--- src/rtl/car_game_pkg.sv ---
// Shared types and constants for the car game flow controller.
package car_game_pkg;

    typedef enum logic [2:0] {
        S_IDLE      = 3'd0,
        S_COUNTDOWN = 3'd1,
        S_RUN       = 3'd2,
        S_PAUSE     = 3'd3,
        S_CRASH     = 3'd4,
        S_OVER      = 3'd5
    } state_t;

    localparam int unsigned SCORE_W      = 16;
    localparam logic [SCORE_W-1:0] BCD_MAX = 16'h9999;
    localparam int unsigned FLASH_PERIOD = 8;
    localparam int unsigned FLASH_W      = $clog2(FLASH_PERIOD);

endpackage

--- src/rtl/bcd_score_adder.sv ---
// Combinational 4-digit BCD add of a small increment (1..8), saturating at 9999.
module bcd_score_adder
    import car_game_pkg::*;
(
    input  logic [SCORE_W-1:0] score,
    input  logic [3:0]         inc,
    output logic [SCORE_W-1:0] sum
);

    logic [SCORE_W-1:0] digits;
    logic [4:0]         d;
    logic               carry;

    // Ripple through the digits; a digit plus increment never exceeds 17, so one correction suffices.
    always_comb begin
        digits = '0;
        d      = '0;
        carry  = 1'b0;
        for (int i = 0; i < 4; i++) begin
            d = {1'b0, score[4*i +: 4]} + ((i == 0) ? {1'b0, inc} : {4'd0, carry});
            if (d > 5'd9) begin
                digits[4*i +: 4] = 4'(d - 5'd10);
                carry            = 1'b1;
            end else begin
                digits[4*i +: 4] = d[3:0];
                carry            = 1'b0;
            end
        end
        sum = carry ? BCD_MAX : digits;
    end

endmodule

--- src/rtl/car_game_sequencer.sv ---
// Game-flow controller: idle/countdown/run/pause/crash/over sequencing, frame tick,
// lives and BCD score for the VGA car game.
module car_game_sequencer
    import car_game_pkg::*;
#(
    parameter int unsigned FRAME_LINE   = 480,
    parameter int unsigned DIGIT_FRAMES = 60,
    parameter int unsigned CRASH_FRAMES = 120,
    parameter int unsigned SCORE_FRAMES = 60,
    parameter int unsigned LIVES        = 3
)(
    input  logic        clk,
    input  logic        rst,
    input  logic [9:0]  h_count,
    input  logic [9:0]  v_count,
    input  logic        start,
    input  logic [2:0]  speed_select,
    input  logic        collision,
    input  logic        pause,
    output logic [2:0]  state,
    output logic        run_en,
    output logic        frame_tick,
    output logic [2:0]  speed,
    output logic [15:0] score,
    output logic [1:0]  lives,
    output logic [1:0]  countdown,
    output logic        flash,
    output logic        game_over
);

    localparam int unsigned PHASE_MAX = (DIGIT_FRAMES > CRASH_FRAMES) ? DIGIT_FRAMES : CRASH_FRAMES;
    localparam int unsigned PHASE_W   = $clog2(PHASE_MAX + 1);
    localparam int unsigned DIV_W     = $clog2(SCORE_FRAMES + 1);

    state_t               st;
    logic [PHASE_W-1:0]   phase_cnt;
    logic [DIV_W-1:0]     score_div;
    logic [FLASH_W-1:0]   flash_cnt;
    logic                 coll_latch;
    logic                 pause_q;
    logic                 pause_edge;
    logic [3:0]           score_inc;
    logic [SCORE_W-1:0]   score_next;

    assign state      = st;
    assign pause_edge = pause & ~pause_q;
    assign score_inc  = 4'(speed) + 4'd1;

    bcd_score_adder u_adder (
        .score (score),
        .inc   (score_inc),
        .sum   (score_next)
    );

    always_ff @(posedge clk) begin
        if (rst) begin
            st         <= S_IDLE;
            run_en     <= 1'b0;
            frame_tick <= 1'b0;
            flash      <= 1'b0;
            game_over  <= 1'b0;
            speed      <= '0;
            score      <= '0;
            lives      <= 2'(LIVES);
            countdown  <= '0;
            phase_cnt  <= '0;
            score_div  <= '0;
            flash_cnt  <= '0;
            coll_latch <= 1'b0;
            pause_q    <= 1'b0;
        end else begin
            frame_tick <= (h_count == 10'd0) && (v_count == 10'(FRAME_LINE));
            pause_q    <= pause;

            // Dropping the play switch abandons the game from any state; score is kept for display.
            if (!start && st != S_IDLE) begin
                st         <= S_IDLE;
                run_en     <= 1'b0;
                flash      <= 1'b0;
                game_over  <= 1'b0;
                countdown  <= '0;
                lives      <= 2'(LIVES);
                phase_cnt  <= '0;
                flash_cnt  <= '0;
                coll_latch <= 1'b0;
            end else begin
                case (st)
                    S_IDLE: begin
                        lives <= 2'(LIVES);
                        if (start) begin
                            score     <= '0;
                            speed     <= speed_select;
                            countdown <= 2'd3;
                            phase_cnt <= '0;
                            score_div <= '0;
                            st        <= S_COUNTDOWN;
                        end
                    end

                    S_COUNTDOWN: begin
                        if (frame_tick) begin
                            if (phase_cnt == PHASE_W'(DIGIT_FRAMES - 1)) begin
                                phase_cnt <= '0;
                                if (countdown == 2'd1) begin
                                    countdown <= '0;
                                    st        <= S_RUN;
                                    run_en    <= 1'b1;
                                end else begin
                                    countdown <= countdown - 2'd1;
                                end
                            end else begin
                                phase_cnt <= phase_cnt + PHASE_W'(1);
                            end
                        end
                    end

                    S_RUN: begin
                        if (collision) coll_latch <= 1'b1;
                        // A pending crash on a tick outranks both scoring and a pause edge.
                        if (frame_tick && coll_latch) begin
                            coll_latch <= 1'b0;
                            lives      <= lives - 2'd1;
                            st         <= S_CRASH;
                            run_en     <= 1'b0;
                            flash      <= 1'b1;
                            phase_cnt  <= '0;
                            flash_cnt  <= '0;
                        end else begin
                            if (frame_tick) begin
                                if (score_div == DIV_W'(SCORE_FRAMES - 1)) begin
                                    score_div <= '0;
                                    score     <= score_next;
                                end else begin
                                    score_div <= score_div + DIV_W'(1);
                                end
                            end
                            if (pause_edge) begin
                                st         <= S_PAUSE;
                                run_en     <= 1'b0;
                                coll_latch <= 1'b0;
                            end
                        end
                    end

                    S_PAUSE: begin
                        if (pause_edge) begin
                            st     <= S_RUN;
                            run_en <= 1'b1;
                        end
                    end

                    S_CRASH: begin
                        if (frame_tick) begin
                            if (phase_cnt == PHASE_W'(CRASH_FRAMES - 1)) begin
                                phase_cnt <= '0;
                                flash     <= 1'b0;
                                flash_cnt <= '0;
                                if (lives == 2'd0) begin
                                    st        <= S_OVER;
                                    game_over <= 1'b1;
                                end else begin
                                    st        <= S_COUNTDOWN;
                                    countdown <= 2'd3;
                                end
                            end else begin
                                phase_cnt <= phase_cnt + PHASE_W'(1);
                                if (flash_cnt == FLASH_W'(FLASH_PERIOD - 1)) begin
                                    flash_cnt <= '0;
                                    flash     <= ~flash;
                                end else begin
                                    flash_cnt <= flash_cnt + FLASH_W'(1);
                                end
                            end
                        end
                    end

                    S_OVER: begin
                        game_over <= 1'b1;
                    end

                    default: begin
                        st     <= S_IDLE;
                        run_en <= 1'b0;
                    end
                endcase
            end
        end
    end

endmodule

--- config.mk ---
export PLATFORM = sky130hd
export DESIGN_NAME = car_game_sequencer
export DESIGN_NICKNAME = d
export VERILOG_FILES = /design/src/rtl/car_game_pkg.sv /design/src/rtl/bcd_score_adder.sv /design/src/rtl/car_game_sequencer.sv
export SDC_FILE = /design/constraint.sdc
export NUM_CORES = 1
export LEC_CHECK = 0
export ABC_AREA = 1
export CAP_MARGIN = 20
export CORE_MARGIN = 8
export CORE_UTILIZATION = 35
export CTS_CLUSTER_DIAMETER = 80
export DETAILED_ROUTE_END_ITERATION = 8
export SLEW_MARGIN = 20
export SYNTH_ARGS = -nofsm -noshare
export SYNTH_HDL_FRONTEND = slang
export SYNTH_SLANG_ARGS = --single-unit
export TNS_END_PERCENT = 10
--- constraint.sdc ---
create_clock -name clk -period 8.7 [get_ports clk]
set_clock_uncertainty 0.1 [all_clocks]
set_input_delay 1.305 -clock clk [delete_from_list [all_inputs] [get_ports clk]]
set_output_delay 1.305 -clock clk [all_outputs]
set_load 0.05 [all_outputs]
* After elaboration in Yosys (flattened, before gate mapping)
Index checks and enable logic that the tools add are counted.
** Storage, ports and cells
- Bits of input ports :: 28
- Register bits after elaboration :: 48
** Operators by class
- Bitwise gates (word level) :: 6
- Equal/unequal tests :: 26
- Magnitude comparators :: 4
- Reduce and logical (&&, ||, !) cells :: 28
- Muxes and demuxes :: 71
- Add/sub/neg operators :: 14
** Operator list (count)
- $mux W16 :: 5
- $mux W3 :: 14
- $mux W7 :: 6
- $pmux W16 S2 :: 1
- $pmux W7 S4 :: 1
- $ne A2 B2 Y1 const B :: 13
- $mux W6 :: 4
- $gt A5 B4 Y1 const B :: 4
- $mux W1 :: 20
- $pmux W3 S6 :: 1
- $mux W2 :: 8
- $mux W4 :: 4
- $sub A4 B4 Y4 const B :: 4
- $add A4 B1 Y5 :: 3
- $pmux W6 S2 :: 1
- $reduce_and A6 Y1 :: 2
- $eq A10 B9 Y1 const B :: 1
- $logic_not A10 Y1 :: 1
- $reduce_and A5 Y1 :: 2
- $eq A3 B3 Y1 const B :: 3
- $reduce_and A9 Y1 :: 1
- $reduce_bool A3 Y1 :: 3
- $reduce_and A4 Y1 :: 2
- $add A7 B1 Y7 const B :: 1
- 30 further kinds :: 44

* Longest topological paths before layout
Gate-level depths: netlist (run 1).
- Depth in word-level cells :: 18
- Mapped depth :: 30

* Modules after synthesis
From an unflattened synthesis (run 1), not the netlist that was laid out.
** Second synthesis, totals
- Cells, all modules :: 479
- Area, all modules :: 3447.1 µm²
** Modules (own cells, without submodules)
- car_game_sequencer :: cells each 369, area an instance 2746.4 µm², instances 1
- bcd_score_adder :: cells each 110, area an instance 700.7 µm², instances 1

* Worst setup path before layout (run 1)
OpenSTA, ideal clock, no wires.
- Path type :: reg2reg
- Start point :: reg speed[0]
- End point :: reg score[10]
- Stages on the path, launching flop included :: 31
- Required time :: 8484 ps
- Setup slack :: 3830 ps
- Buffers on the path :: 0
- Arrival time :: 4654 ps
- Path through :: dfxtp_1 inv_1 ha_1 inv_1 fa_1 inv_1 nand2_1 nand3_1 nand2_1 ha_1 ha_1 xnor2_1 nand2_1 nand2_1 nand2_1 ha_1 ha_1 xnor2_1 nand2_1 nand2_1 nand2_1 ha_1 ha_1 nand2_1 and2_1 o21ai_0 nand2_1 inv_1 nor2_4 o21ai_1 nand2_1
** Between the ends
- Longest elaborated chain between the ends :: 18
- Elaborated cells on any way between the ends :: 20
- Those cells by class :: 6 x add/sub; 4 x order compare; 10 x mux
** RTL lines
- start, declared :: RTL line car_game_sequencer.sv:23 : output logic [2:0] speed,
- start signal, assigned :: RTL line car_game_sequencer.sv:92 : speed <= speed_select;
- $add A3 B1 Y4 * :: RTL line car_game_sequencer.sv:47 : assign score_inc = 4'(speed) + 4'd1;
- $add A4 B4 Y5 * :: RTL line bcd_score_adder.sv:20 : d = {1'b0, score[4*i +: 4]} + ((i == 0) ? {1'b0, inc} : {4'd0, carry});
- $gt A5 B4 Y1 * :: RTL line bcd_score_adder.sv:21 : if (d > 5'd9) begin
- $mux W1 * :: RTL line bcd_score_adder.sv:21
- $add A4 B1 Y5 * :: RTL line bcd_score_adder.sv:20
- $gt A5 B4 Y1 * :: RTL line bcd_score_adder.sv:21
- $mux W1 * :: RTL line bcd_score_adder.sv:21
- $add A4 B1 Y5 * :: RTL line bcd_score_adder.sv:20
- (+2 left out)
- $add A4 B1 Y5 :: RTL line bcd_score_adder.sv:20
- $gt A5 B4 Y1 :: RTL line bcd_score_adder.sv:21
- $mux W1 :: RTL line bcd_score_adder.sv:21
- $mux W16 * :: RTL line bcd_score_adder.sv:29 : sum = carry ? BCD_MAX : digits;
- $mux W16 * :: RTL line car_game_sequencer.sv:130 : if (score_div == DIV_W'(SCORE_FRAMES - 1)) begin
- $mux W16 * :: RTL line car_game_sequencer.sv:129 : if (frame_tick) begin
- $mux W16 * :: RTL line car_game_sequencer.sv:120 : if (frame_tick && coll_latch) begin
- $pmux W16 S2 * :: RTL line car_game_sequencer.sv:87 : case (st)
- end signal, assigned :: RTL line car_game_sequencer.sv:132 : score <= score_next;
- end, declared :: RTL line car_game_sequencer.sv:24 : output logic [15:0] score,
Mark *: on every way between the ends. The rest lies on a longest branch, timed or not. The select of a mux whose other input is x is not followed.
A chain may end at the register's enable or synchronous reset.

* Final worst setup path (run 1)
- Start point :: reg speed[0]
- End point :: reg score[2]
** Between the ends
- Longest elaborated chain between the ends :: 18
- Elaborated cells on any way between the ends :: 20
- Those cells by class :: 6 x add/sub; 4 x order compare; 10 x mux
** RTL lines (RTL line)
- $add A3 B1 Y4 * :: car_game_sequencer.sv:47
- $add A4 B4 Y5 * :: bcd_score_adder.sv:20
- $gt A5 B4 Y1 :: bcd_score_adder.sv:21
- $mux W1 :: bcd_score_adder.sv:21
- $add A4 B1 Y5 :: bcd_score_adder.sv:20
- $gt A5 B4 Y1 :: bcd_score_adder.sv:21
- $mux W1 :: bcd_score_adder.sv:21
- $add A4 B1 Y5 :: bcd_score_adder.sv:20
- (+2 left out)
- $add A4 B1 Y5 :: bcd_score_adder.sv:20
- $gt A5 B4 Y1 :: bcd_score_adder.sv:21
- $mux W1 :: bcd_score_adder.sv:21
- $mux W16 * :: bcd_score_adder.sv:29
- $mux W16 * :: car_game_sequencer.sv:130
- $mux W16 * :: car_game_sequencer.sv:129
- $mux W16 * :: car_game_sequencer.sv:120
- $pmux W16 S2 * :: car_game_sequencer.sv:87
Marks and branches as above.

==> results of run 1 <==
## worst min path at each step
stage	to	cells after the start
after detailed placement	score_div[4]	2
after global placement	game_over	1
final	score_div[4]	2
after CTS	score_div[4]	2
after floorplan	score_div[4]	2
after global routing	speed[0]	2
## logic make-up (layout without fill, tap and decap cells)
kind of cell             count (synthesis)  in the layout  share of synthesized area
AND/OR/NAND/NOR                        260            260                      0.394
flip-flops                              48             48                      0.321
AO/OA/AOI/OAI                           55             55                     0.0996
XOR/XNOR                                 6              6                     0.0176
buffers and inverters                   61            120                     0.0854
adder cells (fa/ha/maj)                 19             19                     0.0820
## routing by layer
metal  routed length, um  track usage  share of wire
met5                   0            0              0
met4                  73       0.0323          0.010
met1                3450        0.157           0.47
met3                 602       0.0440          0.083
met2                3140        0.218           0.43
## power breakdown
part	switching [mW]	leakage, nW	internal [mW]
logic	0.194	1.29	0.0948
clock network	0.0773	0.0445	0.0648
registers	0.0209	0.388	0.235
## worst max-delay path, delay by kind of cell (launching register included)
family / cells / cell delay, ns
AOI/OAI and AO/OA: 1 / 0.09
xor gates and xnor gates: 3 / 0.77
adders and majority gates: 8 / 1.81
buffers and inverters: 3 / 0.27
DFF: 1 / 0.32
and+or+nand+nor: 15 / 1.77
## area by class of cell
cell class | instances | area, sq um
well taps | 105 | 131
repair buffers | 57 | 571
clock buffers | 7 | 86.3
multi-input cells | 340 | 1770
fillers | 834 | 4520
clock inverters | 1 | 7.51
flip-flops and latches | 48 | 961
inverters | 55 | 206
## Yosys cell counts, drive strengths merged, types with 2 or more instances
master / n
nand2: 139
inv: 54
nor2: 51
nand3: 50
dfxtp: 48
a21oi: 28
o21ai: 21
ha: 18
nand4: 8
buf: 5
xnor2: 5
nand3b: 3
nor4: 3
a211oi: 2
nor3: 2
or2: 2
## metrics by stage
stage / power, mW / instance area, sq um / hold WS [ns] / utilization / std cells
floorplan: 0.478 / 2990 / 0.344 / - / 449
global placement: 0.550 / 3640 / 0.356 / 0.441 / 605
detailed placement: 0.551 / 3640 / 0.365 / 0.441 / 605
CTS: 0.695 / 3740 / 0.378 / 0.452 / 613
global route: 0.745 / 3740 / 0.413 / 0.452 / 613
finish: 0.687 / 3740 / 0.378 / 0.452 / 613
## placed cells by master, fill, tap and decap left out, types with 4 or more instances in the layout
master / count
nor2_4: 4
nor2_1: 42
nand2_2: 7
inv_2: 5
o21ai_0: 16
dfxtp_1: 48
ha_1: 18
o21ai_1: 4
nor2_2: 5
nand2_1: 130
clkbuf_8: 6
a21oi_1: 27
inv_1: 49
xnor2_1: 5
nand4_1: 7
nand3_1: 49
clkdlybuf4s50_1: 57
## registers in the layout, summed over array words and instances, names as in the netlist, 2 cells and up
register	count
phase_cnt	7
lives	2
score_div	6
state	3
countdown	2
score	16
speed	3
flash_cnt	3
==> metrics.cfg, run 1 <==
[power_and_ir_drop]
vdd_ir_drop_max_mv = 0.103
power-per-cell-area_nw_per_um2 = 184
p_leak_nw = 1.72

[grt]
grt_pass1_vias = 2824
gr-total-overflow = 0
grt_pass1_wl_mm = 12.8
grt_max_degree = 16
grtUsageTotal = 0.131
grt_antenna_before_repair = 0

[cts]
numCtsBuffers = 5
postCtsHoldBufs = 0
clkTransAtPathRegs_ns = 0.09
htree_num_levels = 2
cts_buffer_depth = 2
cts_resized = 0
cts-root-buf = clkbuf_8
post_cts_buffers = 0
tritoncts = built
clk_latency_ns = 0.30
clkSinkCount = 48

[hold_path]
min_path_type = register to register
min_from = score_div[4]

[worst_setup_path]
endpoint_kind = register
max_stage_delay_ns = 0.40
cp-start-kind = register
cp_max_fo = 8
regToRegStartpoint = speed[0]
reg2reg_depth = 30
cp_common_cell = nand2_1
setup.worst_path.start = speed[0]
path_class = register to register
critPathCapture = score[2]
critPathRequiredTime_ns = 8.84
slowest_stage = fa_1
reg2reg_slack_ns = 3.53
r2r-end = score[2]
arrival_ns = 5.31

[placement]
dp_slack_ns = 3.56
portBuffers = 57
gp_congestion = 0.823
dpl.hpwl_mm = 5.85

[logic_synthesis]
syn_area_sq_um = 2990
synth_area_leader_cell = dfxtp_1
synth_area_leaders = dfxtp_1, nand2_1, nand3_1
ys_ff_latch = 48
ys_types = 37
syn_inst = 449
synthArstFlopShare = 0
synth_flop_cell = dfxtp_1
ys_seq_area_frac = 0.321
synth_enable_flop_cells = 0
syn-num-nets = 496
synth_top_cell_area_share = 0.321
ys.warnings.count = 0
syn_area_per_cell_sq_um = 6.66

[layout]
syn2layout_area_growth_pct = 25.0
final_layout_size_suffix_gt1_frac = 0.0709
antennaDiodeCount = 0
nets = 554

[routing]
vias = 2963
routed_wl_mm = 7.27
routedWlPerCell_um = 11.9
dr.pass1.iters = 4
drcViolationCount = 0
drt-vias-per-instance = 4.83
drt.antenna.violating_nets = 0
drtIter0Drc = 113

[sta]
worstMarginPinSlew_ns = 0.637
drv_slew = 0
final-setup-viol-count = 0
tns_ns = 0
fin_crit_ns = 5.17
fin_crit_sh = 0.595
fmax_mhz = 193
rsz0062_at_grt = no
finalWorstSetupSlack_ns = 3.53
relSlewSlack = 0.575
final_hold_viol_count = 0

[die]
die_w_um = 108
ios = 58
num_rows = 33
die_y_um = 108
core-area_sq_um = 8260
die-area_sq_um = 11800
start_util = 0.362

[run]
drv_cap = 0

[outcome]
outcome = finished clean

(Power assumes the default switching activity.)
==> inputs of run 2 (changes only) <==
==> constraint.sdc (replaced) <==
create_clock -name clk -period 4.3 [get_ports clk]
set_clock_uncertainty 0.1 [all_clocks]
set_input_delay 0.645 -clock clk [delete_from_list [all_inputs] [get_ports clk]]
set_output_delay 0.645 -clock clk [all_outputs]
set_load 0.05 [all_outputs]
==> run 2 against run 1 <==
Net effect:
- design area grew 8.5%
- utilization up 3.8 points
- combinational power is 110% higher
- non-clock buffer count grew 12
- critical path depth is 1 higher
- count of clock-buffer cells in the layout unchanged
- flip-flop and latch count unchanged
- hold slack worse by 0.011 ns
==> metrics.cfg, run 2 (same netlist as run 1, synthesis figures left out) <==
[outcome]
outcome = finished clean

[die]
die_w_um = 108
num_rows = 33
ios = 58
core-area_sq_um = 8260
die-area_sq_um = 11800
die_y_um = 108
start_util = 0.362

[cts]
tritoncts = built
cts-root-buf = clkbuf_8
cts_buffer_depth = 2
numCtsBuffers = 5
clk_latency_ns = 0.30
htree_num_levels = 2
clkSinkCount = 48
clkTransAtPathRegs_ns = 0.08

[placement]
dp_slack_ns = -0.149
dp.cells = 609
gp_congestion = 0.824
portBuffers = 57
place_area_sq_um = 3770
dpl.hpwl_mm = 5.97

[run]
drv_cap = 0

[sta]
worstMarginPinSlew_ns = 0.644
drv_slew = 0
relSlewSlack = 0.571
fmax_mhz = 241
rsz0062_at_grt = yes
finalWorstSetupSlack_ns = 0.149
final-setup-viol-count = 0
fin_crit_ns = 4.15
tns_ns = 0
fin_crit_sh = 0.965
final_hold_viol_count = 0
whs_ns = 0.367

[grt]
gr-total-overflow = 0
grt_pass1_wl_mm = 13.3
grt_max_degree = 16
grt_antenna_before_repair = 0
grtUsageTotal = 0.137
grt_pass1_vias = 2901

[routing]
routedWlPerCell_um = 12.2
drcViolationCount = 0
drtIter0Drc = 132
routed_wl_mm = 7.64
vias = 3004
drt.antenna.violating_nets = 0
dr.pass1.iters = 4
drt-vias-per-instance = 4.81

[power_and_ir_drop]
vdd_ir_drop_max_mv = 0.149
p_leak_nw = 1.78
power-per-cell-area_nw_per_um2 = 348

[worst_setup_path]
max_stage_delay_ns = 0.38
cp_max_fo = 8
cp_common_cell = ha_4
slowest_stage = fa_2
arrival_ns = 4.25
cp-start-kind = register
path_class = register to register
endpoint_kind = register
critPathRequiredTime_ns = 4.40

[layout]
syn2layout_area_growth_pct = 35.6
nets = 566
layout_commonest_cell = nand2_1
layout_common_cells = nand2_1, clkdlybuf4s50_1, nand3_1, inv_1
final_area_sq_um = 4050
reg.largest.list = score (16), phase_cnt (7), score_div (6)
largest_reg_flops = 16
antennaDiodeCount = 0
final_layout_size_suffix_gt1_frac = 0.168
final_cells = 624
regMostFlops = score

[hold_path]
min_path_type = register to register

[run 2: cell count changes in the layout (fill, tap and decap cells not counted), moves of 3 or more]
cell,previous run,this run
xnor2_1,5,1
nand3_2,1,7
nand2_2,7,11
inv_1,49,43
dfxtp_2,0,4
nand3_1,49,43
nand2_1,130,124
ha_1,18,12
dfxtp_1,48,42
buf_4,0,11
o21ai_2,1,4
ha_4,0,6
inv_2,5,11
[run 2: per-layer routing]
metal / vias to the layer above / global-route usage / wire [um]
li1: 1594 / - / -
met4: 0 / 0.0411 / 83
met5: - / 0 / 0
met1: 1325 / 0.175 / 3690
met3: 7 / 0.0422 / 572
met2: 78 / 0.216 / 3290
[run 2: worst max-delay path, delay by kind of cell, from the launching register on]
kind | cells | cell delay [ns]
XOR/XNOR | 3 | 0.47
adder cells (fa/ha/maj) | 8 | 1.50
AND/OR/NAND/NOR | 15 | 1.15
buffers and inverters | 4 | 0.33
flip-flops | 1 | 0.35
AO/OA/AOI/OAI | 1 | 0.13
[run 2: report_power, final]
group | internal [mW] | total [mW] | switching (mW)
combinational | 0.202 | 0.605 | 0.403
sequential | 0.477 | 0.520 | 0.0433
clock | 0.143 | 0.287 | 0.144
[run 2: worst paths after layout]
| kind | from | to | slack (ns) | cells after the start |
|---|---|---|---|---|
| worst max-delay path | speed[0] | score[1] | 0.15 | 31 |
| worst min-delay path | score[2] | score[2] | 0.37 | 2 |
| worst max register to register | speed[0] | score[1] | 0.15 | 31 |
| worst min register to register | score[2] | score[2] | 0.37 | 2 |
[run 2: timing repair]
action	in CTS	in global routing
hold buffers	0	0
pin swaps	7	9
setup buffers	4	4
endpoints found under the hold margin	0	0
resized for setup	7	13
gates cloned	0	0
endpoints found under the setup margin	15	15
[run 2: layout make-up]
class	count	area (sq um)
fillers	823	4210
repair buffers	69	673
multi-input cells	340	1970
clock buffers	7	96.3
flip-flops and latches	48	973
well taps	105	131
inverters	55	206
[run 2: per-stage QoR]
stage	utilization	power, mW
4_1_cts	0.478	1.42
5_1_grt	0.491	1.52
6_report	0.491	1.41
3_3_place_gp	0.457	1.12
2_1_floorplan	-	0.977
3_5_place_dp	0.457	1.13
==> inputs of run 3 (changes only) <==
--- a/config.mk
+++ b/config.mk
@@ -11,6 +11,7 @@
 export CORE_UTILIZATION = 35
 export CTS_CLUSTER_DIAMETER = 80
 export DETAILED_ROUTE_END_ITERATION = 8
+export PLACE_DENSITY = 0.7
 export SLEW_MARGIN = 20
 export SYNTH_ARGS = -nofsm -noshare
 export SYNTH_HDL_FRONTEND = slang
==> run 3 against run 2 <==
Net effect:
- non-clock buffer count up 5
- sequential share of layout area down 0.18 points
- register-to-register slack worse by 0.07 ns
- routed wire length up 3.8%
- critical endpoint is now score[13]
- largest cell class unchanged
- global-route usage about the same
- power up 4.1%
- count of clock-buffer cells in the layout down 2
- critical path depth down 1
- combinational power up 2%
==> metrics.cfg, run 3 (same netlist as run 1, synthesis figures left out) <==
[layout]
layout_common_cells = nand2_1, clkdlybuf4s50_1, nand3_1
antennaDiodeCount = 0
ff_latch_area_sq_um = 973
reg.largest.list = score (16), phase_cnt (7), score_div (6)
nets = 571
syn2layout_area_growth_pct = 36.6
regMostFlops = score
multi_input_area_sq_um = 1960
final_area_sq_um = 4080
nFillCells = 825
final_layout_size_suffix_gt1_frac = 0.171
largest_reg_flops = 16
final_util = 0.494
layout_commonest_cell = nand2_1

[cts]
postCtsHoldBufs = 0
cts-root-buf = clkbuf_8
cts_buffer_depth = 2
numCtsBuffers = 5
clkTransAtPathRegs_ns = 0.10
htree_num_levels = 2
clkSinkCount = 48
tritoncts = built
clk_latency_ns = 0.31

[worst_setup_path]
slowest_stage = fa_2
endpoint_kind = register
cp_max_fo = 8
cp-start-kind = register
cp_common_cell = ha_4
path_class = register to register
setup.worst_path.start = score[0]
arrival_ns = 4.37
critPathRequiredTime_ns = 4.44
regToRegStartpoint = score[0]
max_stage_delay_ns = 0.41

[sta]
fin_crit_sh = 0.982
relSlewSlack = 0.580
drv_slew = 0
final-setup-viol-count = 0
worstMarginPinSlew_ns = 0.631
whs_ns = 0.382
fmax_mhz = 237
rsz0062_at_grt = yes
final_hold_viol_count = 0
fin_crit_ns = 4.22

[hold_path]
min_path_type = register to register
min_from = score[2]

[routing]
drt-vias-per-instance = 4.95
routedWlPerCell_um = 12.6
drt.antenna.violating_nets = 0
dr.pass1.iters = 4
vias = 3118
drcViolationCount = 0
routed_wl_mm = 7.93
drtIter0Drc = 111

[power_and_ir_drop]
finalPower_mw = 1.47
vdd_ir_drop_max_mv = 0.191
seq_power_share = 0.353
switchingPower_mw = 0.608
clkPwrFrac = 0.227
p_int_mw = 0.862
pwr-share-comb = 0.420
power-per-cell-area_nw_per_um2 = 360
p_sw_frac = 0.414
p_leak_nw = 1.81

[die]
die-area_sq_um = 11800
ios = 58
start_util = 0.362
core-area_sq_um = 8260
die_w_um = 108
die_y_um = 108
num_rows = 33

[placement]
gp_congestion = 0.854
place_area_sq_um = 3760
dpl.hpwl_mm = 6.08
portBuffers = 57

[grt]
grtUsageTotal = 0.137
grt_pass1_vias = 3060
gr-total-overflow = 0
grt_antenna_before_repair = 0
grt_max_degree = 16
grt_pass1_wl_mm = 13.5

[run]
drv_cap = 0

[outcome]
outcome = finished clean

==> run 3: power groups by stage <==
stage | registers, mW | clock network (mW) | logic (mW)
finish | 0.519 | 0.333 | 0.617
global route | 0.525 | 0.357 | 0.692
CTS | 0.518 | 0.342 | 0.603
detailed placement | 0.528 | 0 | 0.598
global placement | 0.527 | 0 | 0.593
floorplan | 0.594 | 0 | 0.383
==> run 3: timing repair <==
action	CTS	global route
hold endpoints to repair	0	0
resized for setup	5	14
buffers inserted	3	11
pin swaps	6	15
endpoints found under the setup margin	15	15
==> run 3: final timing paths <==
kind | endpoint | slack, ns | cells after the start
max reg2reg | score[13] | 0.08 | 30
min | score[2] | 0.38 | 2
min reg2reg | score[2] | 0.38 | 2
max | score[13] | 0.08 | 30
==> run 3: final cells by class <==
| cell class | count | share of cell area |
|---|---|---|
| inverters | 55 | 0.0518 |
| clock buffers | 5 | 0.0169 |
| multi-input cells | 340 | 0.479 |
| clock inverters | 3 | 0.0104 |
| well taps | 105 | 0.0322 |
| flip-flops and latches | 48 | 0.238 |
| repair buffers | 74 | 0.171 |
==> run 3: metrics by stage <==
stage	instances	TNS [ns]	setup WS, ns
floorplan	449	0	0.00607
global placement	608	0	0.0755
detailed placement	608	-2.02	-0.180
CTS	619	0	0.00890
global route	630	-1.69	-0.178
finish	630	0	0.0772
==> run 3: critical path: cells and delay by family (launching register included) <==
family,cells,cell delay [ns]
xor+xnor,3,0.46
compound gates,1,0.05
fa+ha+maj,8,1.57
buf+inv,3,0.18
simple gates,15,1.44
flops,1,0.36
==> run 3: routing by layer <==
metal,vias to the layer above,GRT usage,wire (um)
met2,70,0.235,3830
met5,-,0,0
met1,1427,0.160,3560
met3,10,0.0416,454
met4,0,0.0391,82
li1,1611,-,-
